## src/rtl/ycc_to_rgb_mac_pkg.sv

```systemverilog
// Shared imager color-path definitions: converter FSM encoding, step counter
// sizing and the BT.601 YCbCr->RGB coefficient set at FRAC_BITS=6.
package ycc_to_rgb_mac_pkg;

    typedef enum logic [1:0] {
        ST_IDLE = 2'd0,
        ST_MAC  = 2'd1,
        ST_HOLD = 2'd2
    } state_t;

    localparam int STEP_W    = 4;
    localparam int STEP_LAST = 8;

    localparam int BT601_FRAC_BITS = 6;
    // Packed c22..c00 (c00 in LSBs): 64,0,90 / 64,-22,-46 / 64,113,0
    localparam logic [89:0] BT601_COEF = {
        10'h000, 10'h071, 10'h040,
        10'h3D2, 10'h3EA, 10'h040,
        10'h05A, 10'h000, 10'h040
    };

endpackage

```

## src/rtl/ycc_to_rgb_mac_step.sv

```systemverilog
// One multiply-accumulate step of the matrix: signed operand x signed coefficient
// into a guarded accumulator, with round/shift/clamp of the row total on `last`.
module ycc_mac_step #(
    parameter int DATA_WIDTH = 8,
    parameter int COEF_WIDTH = 10,
    parameter int FRAC_BITS  = 6
) (
    input  logic                         clk,
    input  logic                         resetb,
    input  logic                         en,
    input  logic                         clear,
    input  logic                         last,
    input  logic signed [DATA_WIDTH:0]   operand,
    input  logic signed [COEF_WIDTH-1:0] coef,
    output logic [DATA_WIDTH-1:0]        result,
    output logic                         result_valid
);

    localparam int PROD_W  = DATA_WIDTH + COEF_WIDTH + 1;
    localparam int ACC_W   = PROD_W + 2;
    localparam int HALF_SH = (FRAC_BITS > 0) ? FRAC_BITS - 1 : 0;
    localparam logic signed [ACC_W-1:0] HALF = (FRAC_BITS > 0) ? (ACC_W'(1) << HALF_SH) : '0;
    localparam logic signed [ACC_W-1:0] MAXV = ACC_W'((1 << DATA_WIDTH) - 1);

    function automatic logic [DATA_WIDTH-1:0] round_clamp(input logic signed [ACC_W-1:0] v);
        logic signed [ACC_W-1:0] t;
        begin
            t = (v + HALF) >>> FRAC_BITS;
            if (t < 0)
                round_clamp = '0;
            else if (t > MAXV)
                round_clamp = '1;
            else
                round_clamp = t[DATA_WIDTH-1:0];
        end
    endfunction

    logic signed [PROD_W-1:0] prod;
    logic signed [ACC_W-1:0]  acc;
    logic signed [ACC_W-1:0]  acc_nxt;

    // The product goes straight into the accumulator; the row total is
    // rounded from acc_nxt so the result is ready on the col-2 edge itself.
    assign prod    = PROD_W'(operand) * PROD_W'(coef);
    assign acc_nxt = (clear ? '0 : acc) + ACC_W'(prod);

    always_ff @(posedge clk) begin
        if (!resetb)
            acc <= '0;
        else if (en)
            acc <= acc_nxt;
    end

    assign result       = round_clamp(acc_nxt);
    assign result_valid = en & last;

endmodule

```

## src/rtl/ycc_to_rgb_mac.sv

```systemverilog
// Sequential YCbCr->RGB converter: latches one pixel plus its matrix, runs nine
// time-shared MAC steps, then holds the clamped RGB until downstream accepts it.
module ycc_to_rgb_mac
    import ycc_to_rgb_mac_pkg::*;
#(
    parameter int DATA_WIDTH = 8,
    parameter int COEF_WIDTH = 10,
    parameter int FRAC_BITS  = 6
) (
    input  logic                    clk,
    input  logic                    resetb,
    input  logic                    enable,
    input  logic [9*COEF_WIDTH-1:0] coef,
    input  logic                    in_valid,
    output logic                    in_ready,
    input  logic [DATA_WIDTH-1:0]   y,
    input  logic [DATA_WIDTH-1:0]   cb,
    input  logic [DATA_WIDTH-1:0]   cr,
    output logic                    out_valid,
    input  logic                    out_ready,
    output logic [DATA_WIDTH-1:0]   r,
    output logic [DATA_WIDTH-1:0]   g,
    output logic [DATA_WIDTH-1:0]   b
);

    localparam int OP_W = DATA_WIDTH + 1;
    localparam int MID  = 1 << (DATA_WIDTH - 1);

    state_t                      state, state_nxt;
    logic [STEP_W-1:0]           step, step_nxt;
    logic signed [OP_W-1:0]      y_q, cb_q, cr_q;
    logic [9*COEF_WIDTH-1:0]     coef_q;
    logic                        in_fire;
    logic                        mac_en;
    logic [1:0]                  col, row;
    logic signed [OP_W-1:0]      operand;
    logic signed [COEF_WIDTH-1:0] coef_sel;
    logic [DATA_WIDTH-1:0]       row_res;
    logic                        row_done;

    assign in_ready  = resetb & enable & ((state == ST_IDLE) | ((state == ST_HOLD) & out_ready));
    assign in_fire   = in_valid & in_ready;
    assign out_valid = (state == ST_HOLD);
    assign mac_en    = (state == ST_MAC);
    assign col       = 2'(step % STEP_W'(3));
    assign row       = 2'(step / STEP_W'(3));

    always_comb begin
        case (col)
            2'd0:    operand = y_q;
            2'd1:    operand = cb_q;
            default: operand = cr_q;
        endcase
    end

    // Row-major packing makes the coefficient index equal to the step number.
    assign coef_sel = coef_q[step*COEF_WIDTH +: COEF_WIDTH];

    always_ff @(posedge clk) begin
        if (in_fire) begin
            y_q    <= {1'b0, y};
            cb_q   <= {1'b0, cb} - OP_W'(MID);
            cr_q   <= {1'b0, cr} - OP_W'(MID);
            coef_q <= coef;
        end
    end

    always_ff @(posedge clk) begin
        if (!resetb) begin
            state <= ST_IDLE;
            step  <= '0;
        end else begin
            state <= state_nxt;
            step  <= step_nxt;
        end
    end

    always_comb begin
        state_nxt = state;
        step_nxt  = '0;
        case (state)
            ST_IDLE: if (in_fire) state_nxt = ST_MAC;
            ST_MAC: begin
                if (step == STEP_W'(STEP_LAST))
                    state_nxt = ST_HOLD;
                else
                    step_nxt = step + STEP_W'(1);
            end
            ST_HOLD: if (out_ready) state_nxt = in_fire ? ST_MAC : ST_IDLE;
            default: state_nxt = ST_IDLE;
        endcase
    end

    ycc_mac_step #(
        .DATA_WIDTH (DATA_WIDTH),
        .COEF_WIDTH (COEF_WIDTH),
        .FRAC_BITS  (FRAC_BITS)
    ) u_mac (
        .clk          (clk),
        .resetb       (resetb),
        .en           (mac_en),
        .clear        (col == 2'd0),
        .last         (col == 2'd2),
        .operand      (operand),
        .coef         (coef_sel),
        .result       (row_res),
        .result_valid (row_done)
    );

    always_ff @(posedge clk) begin
        if (!resetb) begin
            r <= '0;
            g <= '0;
            b <= '0;
        end else if (row_done) begin
            case (row)
                2'd0:    r <= row_res;
                2'd1:    g <= row_res;
                default: b <= row_res;
            endcase
        end
    end

endmodule
```

## config.mk

```make
export PLATFORM = sky130hd
export DESIGN_NAME = ycc_to_rgb_mac
export DESIGN_NICKNAME = d
export VERILOG_FILES = /design/src/rtl/ycc_to_rgb_mac_pkg.sv /design/src/rtl/ycc_to_rgb_mac_step.sv /design/src/rtl/ycc_to_rgb_mac.sv
export SDC_FILE = /design/constraint.sdc
export NUM_CORES = 1
export LEC_CHECK = 0
export BUFFER_PORTS_ARGS = -buffer_cell sky130_fd_sc_hd__buf_2
export CAP_MARGIN = 15
export CORE_AREA = 3 3 138 140
export CTS_CLUSTER_DIAMETER = 80
export DETAILED_ROUTE_END_ITERATION = 7
export DIE_AREA = 0 0 141 143
export PLACE_DENSITY = 0.87
export SYNTH_ARGS = -nofsm -noshare
export SYNTH_HDL_FRONTEND = slang
export SYNTH_SLANG_ARGS = --single-unit
```

## constraint.sdc

```tcl
create_clock -name clk -period 24.7 [get_ports clk]
set_clock_uncertainty 0.05 [all_clocks]
set_input_delay 2.47 -clock clk [delete_from_list [all_inputs] [get_ports clk]]
set_output_delay 2.47 -clock clk [all_outputs]
set_load 0.02 [all_outputs]
```

==> run_results.csv <==
group,metric,value,unit
floorplan,die_y,143,microns
power,power.density,118.1,nW/um^2
worst_setup_path,arrival,12.51,ns
cts,cts_tree,"done",
floorplan,dieArea,20160,sq um
route,wl,27.02,mm
grt,grt_use_total,27.33,%
route,ant_nets,0,
worst_setup_path,critPathKind,"flop to flop",
cts,cts_hold_buffers,0,
cts,cts_root_buf,"clkbuf_16",
power,pwr-share-comb,61.9,%
grt,grt_antenna_before_repair,0,
sta,relSlewSlack,27.67,%
worst_setup_path,cp_max_fo,23,
worst_setup_path,critPathMaxStageDelay,0.98,ns
cts,clk_pin_slew,0.08,ns
route,route.detailed.drc,0,
hold_path,hp-class,"flop to flop",
sta,hold_viol,0,
logic_synthesis,synth.top_cell.area_share,30.01,%
logic_synthesis,synth-warning-count,0,
power,max-vdd-ir-drop,84.51,uV
route,drt-vias-per-instance,5.971,
cts,clk-insertion-delay-late,0.43,ns
cts,cts_made_buffers,17,
logic_synthesis,yosysMostFrequentCell,"edfxtp_1",
sta,period_needed,12.21,ns
logic_synthesis,avgSynthCellArea,10.47,sq um
route,drt_iter0_drc,531,
grt,grt_max_degree,63,
floorplan,ios,145,
sta,tightest_slew,1.085,ns
sta,rsz0062_at_grt,"no",
cts,h-tree-depth,4,
place,gp_congestion,0.9060,
power,clkPwrFrac,17.7,%
cts,cts.sinks,165,
logic_synthesis,postSynth.asyncResetShare,0,%
floorplan,start_util,63.50,%
finish,final_layout_size_suffix_gt1_share,19.10,%
cts,post_cts_buffers,0,
place,dpl.hpwl,19.95,mm
grt,overflow,0,
worst_setup_path,cp-start-kind,"flop",
worst_setup_path,slowest_stage,"dfxtp_1",
logic_synthesis,yosysSeqAreaShare,38.96,%
finish,antennaDiodeCount,0,
logic_synthesis,synth_nets,1355,
route,wl_per_cell,18.38,microns
route,first_pass_iters,7,
sta,max_clock_freq,0.08188,GHz
logic_synthesis,yosys.area.top_type,"edfxtp_1",
place,dpl-instance-area,12350,sq um
finish,fin_nets,1493,
place,port_buffers,144,
logic_synthesis,netlist_instances,1090,
floorplan,coreArea,17960,sq um
cts,ctsLongestPathBuffers,2,
logic_synthesis,synthTopCellsByCount,"edfxtp_1, inv_1, nand2_1",
logic_synthesis,ys_ff_latch,165,
flow_run,drv_cap,0,
power,p_int,819.5,uW
sta,drv_slew,0,
grt,grt_pass1_wl,43.39,mm
floorplan,die_width,141,microns
cts,cts-resized-gates,0,
status,outcome,"finished, final reports clean",
logic_synthesis,synth_edf_count,114,
worst_setup_path,endpoint_kind,"flop",
power,p_sw_share,46.45,%
logic_synthesis,synthTopCellsByArea,"edfxtp_1, fa_1, dfxtp_1, ha_1, inv_1",
grt,grt_pass1_vias,8821,
finish,nFillCells,1231,
finish,syn_to_final_growth,13.57,%
power,switchingPower,710.9,uW
worst_setup_path,critical_path_required,25.00,ns
power,sequentialPowerShare,20.4,%
worst_setup_path,r2r_slack,12.49,ns
finish,final_area,12950,sq um
power,p_leak,5.553,nW
logic_synthesis,ys.flop_type,"edfxtp_1",
floorplan,row_count,49,
logic_synthesis,yosysUniqueCellTypes,81,
route,vias,8778,
logic_synthesis,syn_area,11410,sq um
sta,period_share,49.44,%
sta,setup-tns-final,0,ns
sta,finalSetupViolCount,0,
==> logic make-up (layout without fill, tap and decap cells) <==
kind of cell    after synthesis  in the layout  share of synthesized area (%)
simple gates                352            352                          15.73
compound gates              205            205                          11.70
flops                       165            165                          38.96
fa+ha+maj                   146            146                          21.15
buf+inv                     141            292                          4.651
mux                          41             41                          4.607
xor+xnor                     40             40                          3.203
==> power by group through the flow <==
stage               Clock, mW  Combinational (mW)  Sequential, mW
finish                  0.270               0.948           0.312
global route            0.282                1.04           0.313
CTS                     0.271               0.937           0.312
detailed placement          0               0.922           0.318
global placement            0               0.904           0.318
floorplan                   0               0.738           0.317
==> final cells by class <==
class	instances	area (sq um)	share of cell area (%)
Clock buffer	18	439.2	3.390
Multi-Input combinational cell	784	6439	49.70
Inverter	109	409.1	3.158
Tap cell	229	286.5	2.212
Timing Repair Buffer	151	773.2	5.969
Sequential cell	165	4444	34.31
Clock inverter	14	163.9	1.265
==> metrics by stage <==
step                setup WS [ns]  hold WS [ns]  power (mW)  util [%]  std cells
floorplan                   14.16        0.3773       1.056         -       1090
global placement            13.13        0.3846       1.222     68.76       1438
detailed placement          12.75        0.3905       1.241     68.76       1438
CTS                         12.57        0.4010       1.520     72.12       1470
global route                11.55        0.4177       1.638     72.12       1470
finish                      12.49        0.4012       1.530     72.12       1470
==> metal layers <==
metal | wire length, microns | share of wire [%] | up-vias | track usage, %
met1 | 10750 | 40 | 4270 | 33.98
met3 | 1778 | 6.6 | 62 | 5.760
li1 | - | - | 4066 | -
met4 | 755 | 2.8 | 0 | 9.944
met5 | 0 | 0 | - | 0
met2 | 13740 | 51 | 380 | 47.53
==> placed cells by master (no fill, tap or decap), types with 32 or more instances in the layout <==
| cell type | count |
|---|---|
| buf_2 | 144 |
| edfxtp_1 | 114 |
| inv_1 | 107 |
| nand2_1 | 103 |
| nor2_1 | 93 |
| fa_1 | 78 |
| ha_1 | 68 |
| a21oi_1 | 60 |
| dfxtp_1 | 51 |
| o21ai_1 | 32 |
==> sequential cells by signal, summed over array words and instances (netlist names) <==
name / flops
coef_q: 90
u_mac.acc: 21
b: 8
cb_q: 8
cr_q: 8
g: 8
r: 8
y_q: 8
step: 4
state: 2
==> worst paths after layout <==
check                                  start      endpoint  cells past startpoint
worst max register to register       step[3]          r[0]                     42
worst max-delay path                 step[3]          r[0]                     42
worst min-delay path            u_mac.acc[4]  u_mac.acc[4]                      2
worst min register to register  u_mac.acc[4]  u_mac.acc[4]                      2
==> worst max-delay path: cells and delay by family, from the launching register on <==
family | cells | cell delay [ns]
AOI/OAI and AO/OA | 16 | 4.38
muxes | 1 | 0.27
adders and majority gates | 10 | 3.98
xor gates and xnor gates | 1 | 0.16
DFF | 1 | 0.98
buffers and inverters | 5 | 0.47
and+or+nand+nor | 9 | 1.82
No activity file was read; power rests on OpenSTA's default activity.
